## src/rtl/common_pkg.sv

```systemverilog
// Shared posit types and width helpers for the decoder, adder and subtractor.
package common;

    // Upper bounds for the shared field record; users slice down to their own widths.
    localparam int SCALE_MAX_W = 16;
    localparam int FRAC_MAX_W  = 32;

    typedef struct packed {
        logic                          sign;
        logic signed [SCALE_MAX_W-1:0] scale;
        logic [FRAC_MAX_W-1:0]         frac;
        logic                          zero;
        logic                          nar;
    } posit_fields_t;

    // Signed scale width: must hold +/-(width-1)*2^es.
    function automatic int scale_w(input int width, input int es);
        return $clog2((width - 1) * (1 << es)) + 1;
    endfunction

    // Fraction bits left after sign, two-bit minimum regime and exponent.
    function automatic int frac_w(input int width, input int es);
        return width - es - 3;
    endfunction

endpackage

```

## src/rtl/posit_decode_if.sv

```systemverilog
// Input/output handshake bundle of the posit decoder.
interface posit_decode_if
    import common::*;
#(
    parameter int WIDTH = 7,
    parameter int ES    = 1
);
    localparam int SCALE_W = scale_w(WIDTH, ES);
    localparam int FRAC_W  = frac_w(WIDTH, ES);

    logic                      in_valid;
    logic                      in_ready;
    logic [WIDTH-1:0]          in_posit;
    logic                      out_valid;
    logic                      out_ready;
    logic                      out_sign;
    logic signed [SCALE_W-1:0] out_scale;
    logic [FRAC_W-1:0]         out_frac;
    logic                      out_zero;
    logic                      out_nar;

    // Producer/consumer side.
    modport master (
        output in_valid, in_posit, out_ready,
        input  in_ready, out_valid, out_sign, out_scale, out_frac, out_zero, out_nar
    );

    // Decoder side.
    modport slave (
        input  in_valid, in_posit, out_ready,
        output in_ready, out_valid, out_sign, out_scale, out_frac, out_zero, out_nar
    );

endinterface

```

## src/rtl/posit_regime_cnt.sv

```systemverilog
// Leading-run detector: length and polarity of the run starting at the MSB.
module posit_regime_cnt #(
    parameter int N     = 6,
    parameter int RUN_W = $clog2(N + 1)
) (
    input  logic [N-1:0]     bits,
    output logic [RUN_W-1:0] run_len,
    output logic             run_pol
);

    logic ended;

    // Count bits equal to the MSB until the first differing bit.
    always_comb begin
        // NOTE: every variable gets a default before the loop so no latch is inferred.
        run_pol = bits[N-1];
        run_len = '0;
        ended   = 1'b0;
        for (int i = N - 1; i >= 0; i--) begin
            if (!ended) begin
                if (bits[i] == run_pol) run_len = run_len + RUN_W'(1);
                else                    ended   = 1'b1;
            end
        end
    end

endmodule

```

## src/rtl/two_comp.sv

```systemverilog
// Two's complement negation.
module two_comp #(
    parameter int WIDTH = 8
) (
    input  logic [WIDTH-1:0] a,
    output logic [WIDTH-1:0] y
);

    assign y = ~a + WIDTH'(1);

endmodule

```

## src/rtl/posit_decode.sv

```systemverilog
// Two-stage posit decoder: stage 1 extracts sign/flags/magnitude, stage 2 decodes regime, exponent, fraction.
module posit_decode
    import common::*;
#(
    parameter int WIDTH = 7,
    parameter int ES    = 1
) (
    input  logic          clk,
    input  logic          rst,
    posit_decode_if.slave bus
);

    localparam int SCALE_W = scale_w(WIDTH, ES);
    localparam int FRAC_W  = frac_w(WIDTH, ES);
    localparam int MAG_W   = WIDTH - 1;
    localparam int TAIL_W  = ES + FRAC_W;
    localparam int RUN_W   = $clog2(MAG_W + 1);

    logic              s1_valid, s2_valid;
    logic              s1_adv, s2_adv;
    logic              in_sign, in_zero, in_nar;
    logic [MAG_W-1:0]  neg_mag;
    logic              s1_sign, s1_zero, s1_nar;
    logic [MAG_W-1:0]  s1_mag;
    logic [RUN_W-1:0]  run_len;
    logic              run_pol;
    logic [TAIL_W-1:0] tail;
    logic [SCALE_W-1:0] run_ext, regime_k, dec_scale;
    logic [FRAC_W-1:0] dec_frac;

    // Pipeline advance: a stage moves when it is empty or its successor moves.
    always_comb begin
        s2_adv       = !s2_valid || bus.out_ready;
        s1_adv       = !s1_valid || s2_adv;
        bus.in_ready = s1_adv;
    end

    assign in_zero = (bus.in_posit == '0);
    assign in_nar  = bus.in_posit[WIDTH-1] && (bus.in_posit[MAG_W-1:0] == '0);
    assign in_sign = bus.in_posit[WIDTH-1] && !in_nar;

    // Low bits of a negated word depend only on the low bits, so the sign bit is left out.
    two_comp #(.WIDTH(MAG_W)) u_neg (
        .a (bus.in_posit[MAG_W-1:0]),
        .y (neg_mag)
    );

    // Stage 1: capture sign, special-value flags and magnitude.
    always_ff @(posedge clk) begin
        // NOTE: non-blocking assignments so every register samples pre-edge values.
        if (rst) begin
            s1_valid <= 1'b0;
            s1_sign  <= 1'b0;
            s1_zero  <= 1'b0;
            s1_nar   <= 1'b0;
            s1_mag   <= '0;
        end else if (s1_adv) begin
            s1_valid <= bus.in_valid;
            if (bus.in_valid) begin
                s1_sign <= in_sign;
                s1_zero <= in_zero;
                s1_nar  <= in_nar;
                s1_mag  <= in_sign ? neg_mag : bus.in_posit[MAG_W-1:0];
            end
        end
    end

    posit_regime_cnt #(.N(MAG_W), .RUN_W(RUN_W)) u_regime (
        .bits    (s1_mag),
        .run_len (run_len),
        .run_pol (run_pol)
    );

    // Stage 2 decode: skip the run and its terminator, then split exponent and fraction.
    always_comb begin
        // The run is at least one bit, so shifting the low TAIL_W bits by run-1
        // drops exactly run+1 leading bits; cut-off positions fill with zeros.
        tail      = s1_mag[TAIL_W-1:0] << (run_len - RUN_W'(1));
        run_ext   = SCALE_W'(run_len);
        regime_k  = run_pol ? (run_ext - SCALE_W'(1)) : (SCALE_W'(0) - run_ext);
        dec_scale = (regime_k << ES) | SCALE_W'(tail[TAIL_W-1 -: ES]);
        dec_frac  = tail[FRAC_W-1:0];
        if (s1_zero || s1_nar) begin
            dec_scale = '0;
            dec_frac  = '0;
        end
    end

    // Stage 2: output register, held while the consumer stalls.
    always_ff @(posedge clk) begin
        // NOTE: output data is reset as well so a fresh pipeline presents all-zero fields.
        if (rst) begin
            s2_valid      <= 1'b0;
            bus.out_sign  <= 1'b0;
            bus.out_scale <= '0;
            bus.out_frac  <= '0;
            bus.out_zero  <= 1'b0;
            bus.out_nar   <= 1'b0;
        end else if (s2_adv) begin
            s2_valid <= s1_valid;
            if (s1_valid) begin
                bus.out_sign  <= s1_sign;
                bus.out_scale <= dec_scale;
                bus.out_frac  <= dec_frac;
                bus.out_zero  <= s1_zero;
                bus.out_nar   <= s1_nar;
            end
        end
    end

    assign bus.out_valid = s2_valid;

endmodule

```

## src/flat_wrapper.sv

```systemverilog
// flat-port wrapper written by rule: the top's interface ports become plain ports
module posit_decode_flat import common::*;
#(
    parameter int WIDTH = 7,
    parameter int ES    = 1
)
  (clk, rst, bus_in_valid, bus_in_posit, bus_out_ready, bus_in_ready, bus_out_valid, bus_out_sign, bus_out_scale, bus_out_frac, bus_out_zero, bus_out_nar);
  posit_decode_if #(.WIDTH(WIDTH), .ES(ES)) bus_i ();
  input  logic clk;
  input  logic rst;
  input wire logic [$bits(bus_i.in_valid)-1:0] bus_in_valid;
  input wire logic [$bits(bus_i.in_posit)-1:0] bus_in_posit;
  input wire logic [$bits(bus_i.out_ready)-1:0] bus_out_ready;
  output wire logic [$bits(bus_i.in_ready)-1:0] bus_in_ready;
  output wire logic [$bits(bus_i.out_valid)-1:0] bus_out_valid;
  output wire logic [$bits(bus_i.out_sign)-1:0] bus_out_sign;
  output wire logic [$bits(bus_i.out_scale)-1:0] bus_out_scale;
  output wire logic [$bits(bus_i.out_frac)-1:0] bus_out_frac;
  output wire logic [$bits(bus_i.out_zero)-1:0] bus_out_zero;
  output wire logic [$bits(bus_i.out_nar)-1:0] bus_out_nar;
  assign bus_i.in_valid = bus_in_valid;
  assign bus_i.in_posit = bus_in_posit;
  assign bus_i.out_ready = bus_out_ready;
  assign bus_in_ready = bus_i.in_ready;
  assign bus_out_valid = bus_i.out_valid;
  assign bus_out_sign = bus_i.out_sign;
  assign bus_out_scale = bus_i.out_scale;
  assign bus_out_frac = bus_i.out_frac;
  assign bus_out_zero = bus_i.out_zero;
  assign bus_out_nar = bus_i.out_nar;
  posit_decode #(.WIDTH(WIDTH), .ES(ES)) u_core (.clk(clk), .rst(rst), .bus(bus_i));
endmodule
```

## config.mk

```make
export PLATFORM = sky130hd
export DESIGN_NAME = posit_decode_flat
export DESIGN_NICKNAME = d
export VERILOG_FILES = /design/src/rtl/common_pkg.sv /design/src/rtl/posit_decode_if.sv /design/src/rtl/posit_regime_cnt.sv /design/src/rtl/two_comp.sv /design/src/rtl/posit_decode.sv /design/src/flat_wrapper.sv
export SDC_FILE = /design/constraint.sdc
export NUM_CORES = 1
export LEC_CHECK = 0
export ABC_CLOCK_PERIOD_IN_PS = 3000
export BUFFER_PORTS_ARGS = -buffer_cell sky130_fd_sc_hd__buf_2
export CORE_ASPECT_RATIO = 0.9
export CORE_MARGIN = 8
export CORE_UTILIZATION = 55
export CTS_BUF_LIST = sky130_fd_sc_hd__clkbuf_16
export DETAILED_ROUTE_END_ITERATION = 10
export PLACE_DENSITY_LB_ADDON = 0.05
export RECOVER_POWER = 50
export SLEW_MARGIN = 20
export SYNTH_ARGS = -nofsm -noshare
export SYNTH_HDL_FRONTEND = slang
export SYNTH_SLANG_ARGS = --single-unit
```

## constraint.sdc

```tcl
create_clock -name clk -period 3 [get_ports clk]
set_input_delay 0.3 -clock clk [delete_from_list [all_inputs] [get_ports clk]]
set_output_delay 0.3 -clock clk [all_outputs]
set_load 0.01 [all_outputs]
```

# Word level (Yosys, flattened, before mapping)
# Index checks and enable logic that the tools add are counted.
[word_totals]
mem_bits_ro = 0
output_inout_bits = 13
input_bits = 11
n_memories = 0
latchBits = 0
word_cells = 59
ram_bits = 0
register_bits = 22
[classes]
n_addsub = 8
n_lt_le_gt_ge = 0
eq_ne = 5
shift = 1
n_reduce_logical = 12
mul = 0
div = 0
bitwise = 2
muxes = 20
[ops]
columns = ["operator", "count"]
rows = [
  ["two-way mux 3 bit", 9],
  ["adder 3 x 1 -> 3 bit, second input constant", 4],
  ["zero test 7 bit", 1],
  ["two-way mux 1 bit", 7],
  ["adder 6 x 1 -> 6 bit, second input constant", 1],
  ["zero test 6 bit", 1],
  ["two-way mux 6 bit", 1],
  ["inverter 6 bit", 1],
  ["equality test 1 bit", 5],
  ["two-way mux 5 bit", 1],
  ["bitwise OR 5 x 1 -> 5 bit", 1],
  ["two-way mux 4 bit", 1],
  ["AND reduction 2 bit", 2],
  ["left shift 4 x 3 -> 4 bit", 1],
  ["subtractor 1 x 3 -> 4 bit, first input constant", 1],
  ["subtractor 3 x 1 -> 4 bit, second input constant", 1],
  ["zero test 1 bit", 3],
  ["logical OR 1 bit", 3],
  ["subtractor 3 x 1 -> 3 bit, second input constant", 1],
  ["logical AND 1 bit", 2],
  ["two-way mux 2 bit", 1],
]

# Logic depth before layout (Yosys ltp)
[logic_depth]
depth_word = 18
mapped_depth = 11
mapped_depth_nobuf = 9

# Hierarchy
# Synthesis repeated with hierarchy kept, for this count alone.
[unflattened]
cells_unflattened = 147
area_unflattened_um2 = 1206.2
[modules_own_cells]
columns = ["mod", "area_per_inst_um2", "cells_each", "instances", "seq_area_each_um2"]
rows = [
  ["posit_decode", 1024.7, 120, 1, 440.4],
  ["two_comp", 91.3, 11, 1, 0.0],
  ["posit_regime_cnt", 90.1, 16, 1, 0.0],
]

# Worst setup path before layout
# OpenSTA, ideal clock, no wires.
[synth_path]
kind = "flip-flop to flip-flop"
from = "register u_core.s1_mag[2]"
to = "register u_core.bus.out_scale[0]"
t_arrival_ps = 2433
path_stages_with_launch = 12
setup_time_ps = 117
synth_period_minus_slack_ps = 2550
slack_ps = 450
t_required_ps = 2883
path_buffers = 3
path_cell_list = "dfxtp_1 buf_2 clkbuf_1 a21oi_1 o21ai_0 o21ai_0 ha_1 clkbuf_1 or4b_1 o21ai_1 o221ai_1 a32o_1"
[synth_between]
elab_chain_cells = 13
elab_cells_between_ends = 16
cone_classes = "add/sub (3); eq/ne (1); shift (1); mux (10); bitwise (1)"
[synth_rtl]
columns = ["item", "line", "source"]
rows = [
  ["from (decl)", "posit_decode.sv:24", "logic [MAG_W-1:0] s1_mag;"],
  ["from (signal assigned)", "posit_decode.sv:63", "s1_mag <= in_sign ? neg_mag : bus.in_posit[MAG_W-1:0];"],
  ["equality test 1 bit", "posit_regime_cnt.sv:21", "if (bits[i] == run_pol) run_len = run_len + RUN_W'(1);"],
  ["two-way mux 3 bit", "posit_regime_cnt.sv:21", ""],
  ["two-way mux 3 bit", "posit_regime_cnt.sv:20", "if (!ended) begin"],
  ["adder 3 x 1 -> 3 bit", "posit_regime_cnt.sv:21", ""],
  ["two-way mux 3 bit", "posit_regime_cnt.sv:21", ""],
  ["two-way mux 3 bit", "posit_regime_cnt.sv:20", ""],
  ["adder 3 x 1 -> 3 bit", "posit_regime_cnt.sv:21", ""],
  ["two-way mux 3 bit", "posit_regime_cnt.sv:21", ""],
  ["two-way mux 3 bit", "posit_regime_cnt.sv:20", ""],
  ["subtractor 3 x 1 -> 3 bit", "posit_decode.sv:78", "tail = s1_mag[TAIL_W-1:0] << (run_len - RUN_W'(1));"],
  ["left shift 4 x 3 -> 4 bit (*)", "posit_decode.sv:78", ""],
  ["bitwise OR 5 x 1 -> 5 bit (*)", "posit_decode.sv:81", "dec_scale = (regime_k << ES) | SCALE_W'(tail[TAIL_W-1 -: ES]);"],
  ["two-way mux 5 bit (*)", "posit_decode.sv:83", "if (s1_zero || s1_nar) begin"],
  ["to (signal assigned)", "posit_decode.sv:103", "bus.out_scale <= dec_scale;"],
  ["to (decl)", "posit_decode_if.sv:31", "output in_ready, out_valid, out_sign, out_scale, out_frac, out_zero, out_nar"],
]
# Mark *: on every way between the ends. The rest lies on a longest branch, timed or not.
# A chain may end at the register's enable or synchronous reset.

# Worst setup path after layout
[layout_path]
from = "register u_core.s1_mag[4]"
to = "register u_core.bus.out_scale[0]"
[layout_between]
elab_chain_cells = 18
elab_cells_between_ends = 23
cone_classes = "add/sub (5); eq/ne (1); shift (1); mux (15); bitwise (1)"
[layout_rtl]
columns = ["item", "line"]
rows = [
  ["equality test 1 bit (*)", "posit_regime_cnt.sv:21"],
  ["two-way mux 2 bit", "posit_regime_cnt.sv:21"],
  ["adder 3 x 1 -> 3 bit", "posit_regime_cnt.sv:21"],
  ["two-way mux 3 bit", "posit_regime_cnt.sv:21"],
  ["two-way mux 3 bit", "posit_regime_cnt.sv:20"],
  ["adder 3 x 1 -> 3 bit", "posit_regime_cnt.sv:21"],
  ["two-way mux 3 bit", "posit_regime_cnt.sv:21"],
  ["two-way mux 3 bit", "posit_regime_cnt.sv:20"],
  ["(+2 left out)", "-"],
  ["two-way mux 3 bit", "posit_regime_cnt.sv:20"],
  ["adder 3 x 1 -> 3 bit", "posit_regime_cnt.sv:21"],
  ["two-way mux 3 bit", "posit_regime_cnt.sv:21"],
  ["two-way mux 3 bit (*)", "posit_regime_cnt.sv:20"],
  ["subtractor 3 x 1 -> 3 bit (*)", "posit_decode.sv:78"],
  ["left shift 4 x 3 -> 4 bit (*)", "posit_decode.sv:78"],
  ["bitwise OR 5 x 1 -> 5 bit (*)", "posit_decode.sv:81"],
  ["two-way mux 5 bit (*)", "posit_decode.sv:83"],
]
# Marks and branches as above.

==> out/qor.yml <==
outcome: "finished, final reports clean"
critPathTopFamily: "compound AO/OA/AOI/OAI gates"
wl_um: 3190
cp.buffers_inverters: 0
firstDrtPassIters: 4
mostFrequentLayoutCell: "a21oi_1"
die_x_um: 68.9
fin_area_mm2: 0.00157
grt-ovfl-total: 0
syn_to_final_growth_pct: 13.6
met2_usage: 0.242
cts-root-buf: "clkbuf_16"
nNetsFinal: 211
post-dp-hpwl_um: 2400
fp.dieArea_mm2: 0.00438
syn_area_per_cell_um2: 7.69
worst_pin_slew_ns: 0.560
clkLatencyLatePin_ns: 0.25
syn-num-nets: 195
min_to: "u_core.s1_valid"
max_cap_viol_count: 0
clkTransAtPathRegs_ns: 0.06
dpl.cell_count: 219
slew_headroom: 0.626
slew_viol_final: 0
total_power_mw: 0.897
start_util: 0.571
fin_skew_ns: 0.00279
vdd_drop_max_mv: 0.321
grt_pass1_wl_um: 5350
row_count: 17
p_leak_nw: 0.594
cts_tree: "yes"
antenna_cells: 0
pwr-share-comb: 0.214
fin_crit_ns: 2.62
fin_util: 0.649
cts.repair.resized: 0
cts_hold_buf: 0
ctsHtreeMaxLevel: 1
drcViolationCount: 0
hp-start: "bus_in_valid"
cts_inserted_buffers: 3
synth_edf_count: 0
p_sw_frac: 0.269
synth_top_flop_cell: "dfxtp_1"
drive_gt1_frac: 0.113
fill_cells: 228
viasPerCell: 5.87
synth_area_mm2: 0.00139
final_cells: 223
vias: 1309
rr_endpoint: "u_core.bus.out_scale[0]"
worstSetupStartpointType: "register"
clk_path_buf_depth: 2
power.density_mw_per_mm2: 570
gp_congestion: 0.815
synth_seq_cells: 22
postCtsSetupBuffers: 0
rsz0062_at_grt: "false"
die_y_um: 63.6
finalHoldViolCount: 0
max_stage_delay_ns: 0.66
whs_ns: 0.297
met1_usage: 0.197
cp_slowest_cell: "dfxtp_1"
grt_pass1_vias: 1213
port-buffer-count: 23
grt_max_degree: 22
rr_startpoint: "u_core.s1_mag[4]"
finalSetupViolCount: 0
fin_crit_sh: 0.874
seq_power_share: 0.371
clockPowerShare: 0.415
antenna_found_initial: 0
drt_iter0_markers: 95
holdPathStages: 3
cts_sinks: 22
ioPinCount: 24
synth_warnings: 0
busiest_layer: "met2"
required_ns: 3.15
syn-instance-count: 180
fin_setup_tns_ns: 0
power.switching_mw: 0.241
routedWlPerCell_um: 14.3
fmax_ghz: 0.381
globalRouteMet3Util: 0.0336
core-area_mm2: 0.00242
postRouteAntennaNets: 0
cp.arrival_ns: 2.77
pre_cts_ws_ns: 0.403
critical_path.endpoint_type: "register"
internal-power_mw: 0.656
synth-async-reset-ratio: 0
track_usage: 0.153
ys_seq_area_frac: 0.318
cp_cell_sequence: "nand2_1, a31oi_1, a21oi_1, ha_1, or4b_1, o21ai_1, o221ai_1, a32o_1"
fin_ws_ns: 0.378
worstSetupPathType: "register to register"
ff2ff_setup_slack_ns: 0.38
synth_cell_types: 47
rr_worst_depth: 8
most-common-layout-cells: "a21oi_1, dfxtp_1, nand2_1, nor2_1, clkbuf_1"
placed_area_mm2: 0.00148
hold_path_class: "input pin to register"
worst-path-max-fanout: 19
-- worst min-delay path: stages --
cell and delay [ns]:
buf_2 0.11, inv_1 0.05, a21oi_1 0.05
-- Yosys cell counts, drive strengths merged, types with 3 or more instances --
master	count	area [um^2]
nand2	19	71.3
or2	3	18.8
a21oi	24	124
ha	4	50.1
buf	6	36.3
xor2	4	35.0
dfxtp	22	440
a211oi	7	57.6
nand2b	6	37.5
nand3	7	35.0
clkbuf	8	30.0
a32o	3	30.0
inv	8	30.0
or4	3	22.5
o21ai	10	50.1
nor2	13	48.8
-- metal layers --
| layer | routed length, um | vias to the layer above | part of all wire |
|---|---|---|---|
| li1 | - | 678 | - |
| met1 | 1490 | 594 | 0.47 |
| met2 | 1520 | 35 | 0.48 |
| met3 | 163 | 2 | 0.051 |
| met4 | 18 | 0 | 0.0056 |
| met5 | 0 | - | 0 |
-- power groups by stage --
stage	registers, mW	logic [mW]	clock network, mW
global placement	0.337	0.189	0
finish	0.333	0.192	0.372
detailed placement	0.339	0.191	0
CTS	0.332	0.193	0.378
global route	0.336	0.214	0.388
floorplan	0.326	0.156	0
-- registers in the layout, summed over array words and instances, names as in the netlist --
signal,flops
u_core.s1_valid,1
u_core.s1_mag,6
u_core.s1_nar,1
u_core.s1_sign,1
u_core.bus.out_zero,1
u_core.bus.out_nar,1
u_core.s1_zero,1
u_core.bus.out_valid,1
u_core.bus.out_frac,3
u_core.bus.out_sign,1
u_core.bus.out_scale,5
-- layout make-up --
class                           instances  area [um^2]  area share
Clock buffer                            3         75.1      0.0477
Clock inverter                          1         30.0      0.0191
Inverter                                8         30.0      0.0191
Multi-Input combinational cell        136          848       0.539
Sequential cell                        22          440       0.280
Tap cell                               28         35.0      0.0223
Timing Repair Buffer                   25          115      0.0731
-- worst max path at each step --
stage                     startpoint                      end  slack, ns  cells after the start
CTS                 u_core.s1_mag[4]  u_core.bus.out_scale[0]       0.40                      7
global placement    u_core.s1_mag[4]  u_core.bus.out_scale[0]       0.51                      8
finish              u_core.s1_mag[4]  u_core.bus.out_scale[0]       0.38                      8
detailed placement  u_core.s1_mag[4]  u_core.bus.out_scale[0]       0.40                      7
floorplan           u_core.s1_mag[2]  u_core.bus.out_scale[0]       0.45                     11
global route        u_core.s1_mag[4]  u_core.bus.out_scale[0]       0.18                      8
-- logic make-up (layout without fill, tap and decap cells) --
family                     Yosys count  count (layout)  synth area share
DFF                                 22              22             0.318
adders and majority gates            4               4            0.0361
and+or+nand+nor                     67              67             0.259
buffers and inverters               22              37            0.0696
muxes                                2               2            0.0145
xor gates and xnor gates             5               5            0.0316
AOI/OAI and AO/OA                   58              58             0.271
No activity file was read; power rests on OpenSTA's default activity.
